==> src/rtl/sound_pkg.sv <==
// Shared types and default timing/frequency constants for the beep scheduler.
package sound_pkg;

    typedef enum logic [1:0] {
        IDLE = 2'd0,
        TONE = 2'd1,
        GAP  = 2'd2
    } state_e;

    localparam int unsigned SND_FREQ_W      = 52;
    localparam int unsigned SND_CNT_W       = 32;
    localparam int unsigned SND_SHORT_TICKS = 5000000;
    localparam int unsigned SND_LONG_TICKS  = 20000000;
    localparam int unsigned SND_GAP_TICKS   = 2500000;
    localparam int unsigned SND_FREQ_SHORT  = 32000;
    localparam int unsigned SND_FREQ_LONG   = 16000;

endpackage

==> src/rtl/sound_rr_arbiter.sv <==
// Combinational round-robin pick: first pending requester at or above ptr_i, with wrap.
module sound_rr_arbiter #(
    parameter int unsigned N_REQ = 2,
    parameter int unsigned PTR_W = (N_REQ > 1) ? $clog2(N_REQ) : 1
) (
    input  logic [N_REQ-1:0] pend_i,
    input  logic [PTR_W-1:0] ptr_i,
    output logic [PTR_W-1:0] win_idx_o,
    output logic [N_REQ-1:0] win_oh_o,
    output logic             valid_o
);

    always_comb begin
        logic [PTR_W:0] j;
        valid_o   = 1'b0;
        win_idx_o = '0;
        win_oh_o  = '0;
        j         = '0;
        for (int i = 0; i < N_REQ; i++) begin
            j = {1'b0, ptr_i} + (PTR_W+1)'(i);
            if (j >= (PTR_W+1)'(N_REQ)) j = j - (PTR_W+1)'(N_REQ);
            if (!valid_o && pend_i[j[PTR_W-1:0]]) begin
                valid_o                = 1'b1;
                win_idx_o              = j[PTR_W-1:0];
                win_oh_o[j[PTR_W-1:0]] = 1'b1;
            end
        end
    end

endmodule

==> src/rtl/sound_beep_scheduler.sv <==
// Latches short/long beep requests, arbitrates round-robin and times tone + gap
// for the tone generator.
module sound_beep_scheduler #(
    parameter int unsigned N_REQ       = 2,
    parameter int unsigned FREQ_W      = sound_pkg::SND_FREQ_W,
    parameter int unsigned SHORT_TICKS = sound_pkg::SND_SHORT_TICKS,
    parameter int unsigned LONG_TICKS  = sound_pkg::SND_LONG_TICKS,
    parameter int unsigned GAP_TICKS   = sound_pkg::SND_GAP_TICKS,
    parameter int unsigned FREQ_SHORT  = sound_pkg::SND_FREQ_SHORT,
    parameter int unsigned FREQ_LONG   = sound_pkg::SND_FREQ_LONG,
    parameter int unsigned CNT_W       = sound_pkg::SND_CNT_W
) (
    input  logic              clk,
    input  logic              reset_n,
    input  logic              enable,
    input  logic [N_REQ-1:0]  req_short,
    input  logic [N_REQ-1:0]  req_long,
    output logic [N_REQ-1:0]  grant,
    output logic              busy,
    output logic              s_enable,
    output logic [FREQ_W-1:0] sonido
);
    import sound_pkg::*;

    localparam int unsigned PTR_W = (N_REQ > 1) ? $clog2(N_REQ) : 1;

    state_e            state_q, state_d;
    logic [CNT_W-1:0]  cnt_q, cnt_d;
    logic [N_REQ-1:0]  pend_s_q, pend_s_d, pend_l_q, pend_l_d;
    logic [PTR_W-1:0]  ptr_q, ptr_d;
    logic [N_REQ-1:0]  grant_q, grant_d;
    logic              s_en_q, s_en_d, busy_q, busy_d;
    logic [FREQ_W-1:0] sonido_q, sonido_d;

    logic [PTR_W-1:0]  win_idx;
    logic [N_REQ-1:0]  win_oh;
    logic              win_vld;
    logic              go, win_long;

    sound_rr_arbiter #(.N_REQ(N_REQ), .PTR_W(PTR_W)) u_arb (
        .pend_i    (pend_s_q | pend_l_q),
        .ptr_i     (ptr_q),
        .win_idx_o (win_idx),
        .win_oh_o  (win_oh),
        .valid_o   (win_vld)
    );

    assign go       = (state_q == IDLE) && enable && win_vld;
    assign win_long = |(pend_l_q & win_oh);

    // A request in the granting cycle re-arms the latch after the clear.
    always_comb begin
        if (enable) begin
            pend_s_d = (pend_s_q & ~(go ? win_oh : '0)) | req_short;
            pend_l_d = (pend_l_q & ~(go ? win_oh : '0)) | req_long;
        end else begin
            pend_s_d = '0;
            pend_l_d = '0;
        end
    end

    always_comb begin
        state_d  = state_q;
        cnt_d    = cnt_q;
        ptr_d    = ptr_q;
        grant_d  = '0;
        s_en_d   = s_en_q;
        sonido_d = sonido_q;
        if (!enable) begin
            state_d  = IDLE;
            s_en_d   = 1'b0;
            sonido_d = '0;
        end else begin
            case (state_q)
                IDLE: if (go) begin
                    state_d  = TONE;
                    grant_d  = win_oh;
                    s_en_d   = 1'b1;
                    sonido_d = win_long ? FREQ_W'(FREQ_LONG) : FREQ_W'(FREQ_SHORT);
                    cnt_d    = win_long ? CNT_W'(LONG_TICKS - 1) : CNT_W'(SHORT_TICKS - 1);
                    ptr_d    = (win_idx == PTR_W'(N_REQ - 1)) ? '0 : win_idx + 1'b1;
                end
                TONE: if (cnt_q == '0) begin
                    state_d  = GAP;
                    s_en_d   = 1'b0;
                    sonido_d = '0;
                    cnt_d    = CNT_W'(GAP_TICKS - 1);
                end else begin
                    cnt_d = cnt_q - 1'b1;
                end
                GAP: if (cnt_q == '0) state_d = IDLE;
                     else cnt_d = cnt_q - 1'b1;
                default: state_d = IDLE;
            endcase
        end
        busy_d = (state_d != IDLE);
    end

    always_ff @(posedge clk or negedge reset_n) begin
        if (!reset_n) begin
            state_q  <= IDLE;
            cnt_q    <= '0;
            pend_s_q <= '0;
            pend_l_q <= '0;
            ptr_q    <= '0;
            grant_q  <= '0;
            s_en_q   <= 1'b0;
            sonido_q <= '0;
            busy_q   <= 1'b0;
        end else begin
            state_q  <= state_d;
            cnt_q    <= cnt_d;
            pend_s_q <= pend_s_d;
            pend_l_q <= pend_l_d;
            ptr_q    <= ptr_d;
            grant_q  <= grant_d;
            s_en_q   <= s_en_d;
            sonido_q <= sonido_d;
            busy_q   <= busy_d;
        end
    end

    assign grant    = grant_q;
    assign busy     = busy_q;
    assign s_enable = s_en_q;
    assign sonido   = sonido_q;

endmodule

==> config.mk <==
export PLATFORM = sky130hd
export DESIGN_NAME = sound_beep_scheduler
export DESIGN_NICKNAME = d
export VERILOG_FILES = /design/src/rtl/sound_pkg.sv /design/src/rtl/sound_rr_arbiter.sv /design/src/rtl/sound_beep_scheduler.sv
export SDC_FILE = /design/constraint.sdc
export NUM_CORES = 1
export LEC_CHECK = 0
export CORE_MARGIN = 1.5
export CORE_UTILIZATION = 45
export CTS_CLUSTER_DIAMETER = 50
export CTS_CLUSTER_SIZE = 8
export DETAILED_ROUTE_END_ITERATION = 10
export PLACE_DENSITY = 0.8
export SKIP_LAST_GASP = 1
export SYNTH_ARGS = -nofsm -noshare
export SYNTH_HDL_FRONTEND = slang
export SYNTH_SLANG_ARGS = --single-unit
==> constraint.sdc <==
create_clock -name clk -period 3.65 [get_ports clk]
set_clock_uncertainty 0.2 [all_clocks]
set_input_delay 0.365 -clock clk [delete_from_list [all_inputs] [get_ports clk]]
set_output_delay 0.365 -clock clk [all_outputs]
set_load 0.005 [all_outputs]
==> impl_metrics.toml <==
[clock_network]
numCtsBuffers = 5
root_buffer = "clkbuf_8"
clock_sinks = 45
ctsHoldBuffers = 0
cts_tree = "done"
postCtsSetupRepairBufs = 0
insertion_delay_ns = 0.30
cts_buffer_depth = 2
clkSlewWorstSetupHoldPaths_ns = 0.09
htree_levels = 2
post_cts_resized = 0

[outcome]
violations = "DRC"
outcome = "finished with violations"

[die]
die_h_microns = 85.0
die_w_microns = 85.0
die_area_sq_um = 7220
start_util_pct = 47.1
core_area_sq_um = 6420
placementRows = 29
ios = 63

[logic_synthesis]
ys_ff_latch = 45
synthFlopType = "dfrtp_1"
async_reset_ff_share_pct = 100
syn_inst = 361
synth-edff-count = 0
yosysSeqAreaShare_pct = 37.3
yosys.area.top_type = "dfrtp_1"
ys_warn_count = 0
ys_types = 48
synth_top_area_share_pct = 37.3
syn_area_sq_um = 3020
syn_avg_cell_area_sq_um = 8.37
synth_area_leaders = "dfrtp_1 37%, buf_4 12%, nor2_1 5.5%"

[timing]
rsz0062_at_grt = "false"
worst_slew_pin_slew_ns = 1.05
finalCritPeriodShare_pct = 80.9
hold_viol = 0
relSlewSlack_pct = 30.0
clock.fmax_mhz = 339
finalCriticalPeriod_ns = 2.95
tns_ns = 0
drv_slew = 0
setup_violations = 0

[grt]
antenna_found_initial = 0
overflow = 0
grt_pass1_vias = 2417
grt_pass1_wl_mm = 11.4
grt_usage_pct = 19.3
grt_max_degree = 46

[placement]
gp_congestion = 0.915
place.detailed.hpwl_mm = 4.69
port_buffers = 18

[drt]
drtPass1Iterations = 8
routedWlPerCell_microns = 15.0
drt_iter0_drc = 253
viasPerCell = 5.86
vias = 2624
drtAntennaViolNets = 0
routed_wl_mm = 6.70
drc = 8

[power]
p_seq_share_pct = 48.1
p_comb_share_pct = 27.1
p_leak_nw = 1.37
power_density_nw_per_um2 = 437
swShare_pct = 34.8
power_switching_mw = 0.479
p_int_mw = 0.898
clock_power_share_pct = 24.9
ir_drop_v = 0.000169

[final_layout]
layout-drive-gt1-share_pct = 5.39
area_growth_pct = 4.35
layout_commonest_cell = "dfrtp_1"
fin_util_pct = 49.1
nNetsFinal = 382
n_antenna_cell = 0
final_cell_mix = "45 x dfrtp_1, 44 x nor2_1, 44 x conb_1"

[worst_hold_path]
worstHoldPathType = "input pin to async pin"

[worst_setup_path]
cp-end-kind = "register"
cp.arrival_ns = 2.97
cp_max_fo = 18
r2r-start = "cnt_q[20]$_DFFE_PN0P_"
cp-endpoint = "cnt_q[10]$_DFFE_PN0P_"
r2r_slack_ns = 0.70
criticalPathCategory = "register to register"
crit_start = "cnt_q[20]$_DFFE_PN0P_"
rr_endpoint = "cnt_q[10]$_DFFE_PN0P_"
r2r.worst_path.cells = 7
cp_data_required_time_ns = 3.67
cp-start-kind = "register"

[run]
drv_cap = 0
power groups by stage:
stage	Clock, mW	Sequential (mW)	Combinational [mW]
finish	0.343	0.662	0.373
CTS	0.346	0.659	0.368
global route	0.368	0.674	0.419
global placement	0	0.662	0.354
detailed placement	0	0.668	0.366
floorplan	0	0.643	0.303
per-stage QoR:
stage               power (mW)  setup WS (ns)  std cells  area [sq um]  hold slack, ns
floorplan                0.946          0.941        404          3180          -0.131
global placement          1.02          0.838        440          3050           0.286
detailed placement        1.03          0.788        440          3050           0.306
CTS                       1.37          0.766        448          3150          0.0781
global route              1.46          0.493        448          3150           0.129
finish                    1.38          0.698        448          3150          0.0348
logic make-up after synthesis:
logic type | count (synthesis) | share of synthesized area [%]
compound gates | 106 | 22.0
xor+xnor | 4 | 1.16
fa+ha+maj | 5 | 2.07
buf+inv | 77 | 16.1
flops | 45 | 37.3
mux | 1 | 0.331
other cells | 1 | 0.124
simple gates | 122 | 21.0
worst max-delay path: stages, from the launching register on:
cell     delay (ns)
dfrtp_1        0.42
nor4_1         0.61
nand4_1        0.19
or4_1          0.55
nand2_1        0.47
buf_4          0.26
o21ai_0        0.09
o21ai_0        0.08
flip-flops by register name (all words and copies together) (netlist names), named ones only:
register,cells
grant,2
state_q,2
sonido,3
pend_s_q,2
busy,1
cnt_q,32
pend_l_q,2
cell usage after synthesis, drive strengths merged, types with 2 or more instances:
master / instances
a21o: 3
a21oi: 30
a22o: 5
a22oi: 2
a31oi: 10
and2: 2
buf: 52
clkbuf: 11
dfrtp: 45
ha: 5
inv: 14
nand2: 14
nand2b: 5
nand3: 5
nand4: 6
nor2: 44
nor3: 16
nor4: 14
o21a: 3
o21ai: 34
o22ai: 2
o2bb2ai: 5
o31a: 3
o32a: 2
or3: 7
or4: 6
xor2: 4
layout make-up:
type                    instances  area (sq um)
repair buffers                 22           205
inverters                      14          52.6
fillers                       604          3270
well taps                      77          96.3
clock inverters                 1          5.00
clock buffers                   7          96.3
multi-input cells             282          1570
flip-flops and latches         45          1130
worst min path at each step:
stage,from,endpoint,cells past startpoint
floorplan,reset_n,async pin,0
global placement,cnt_q[19]$_DFFE_PN0P_,cnt_q[19]$_DFFE_PN0P_,2
detailed placement,cnt_q[22]$_DFFE_PN0P_,cnt_q[22]$_DFFE_PN0P_,1
CTS,reset_n,cnt_q[29]$_DFFE_PN0P_,1
global route,reset_n,cnt_q[5]$_DFFE_PN0P_,1
finish,reset_n,cnt_q[28]$_DFFE_PN0P_,1
per-layer routing:
layer	up-vias	track usage, %	part of all wire [%]
met2	133	31.3	47
met4	0	8.35	2.3
met1	1233	25.5	43
met5	-	0	0
met3	21	3.02	7.6
li1	1237	-	-
Power figures use the tool's default switching activity.
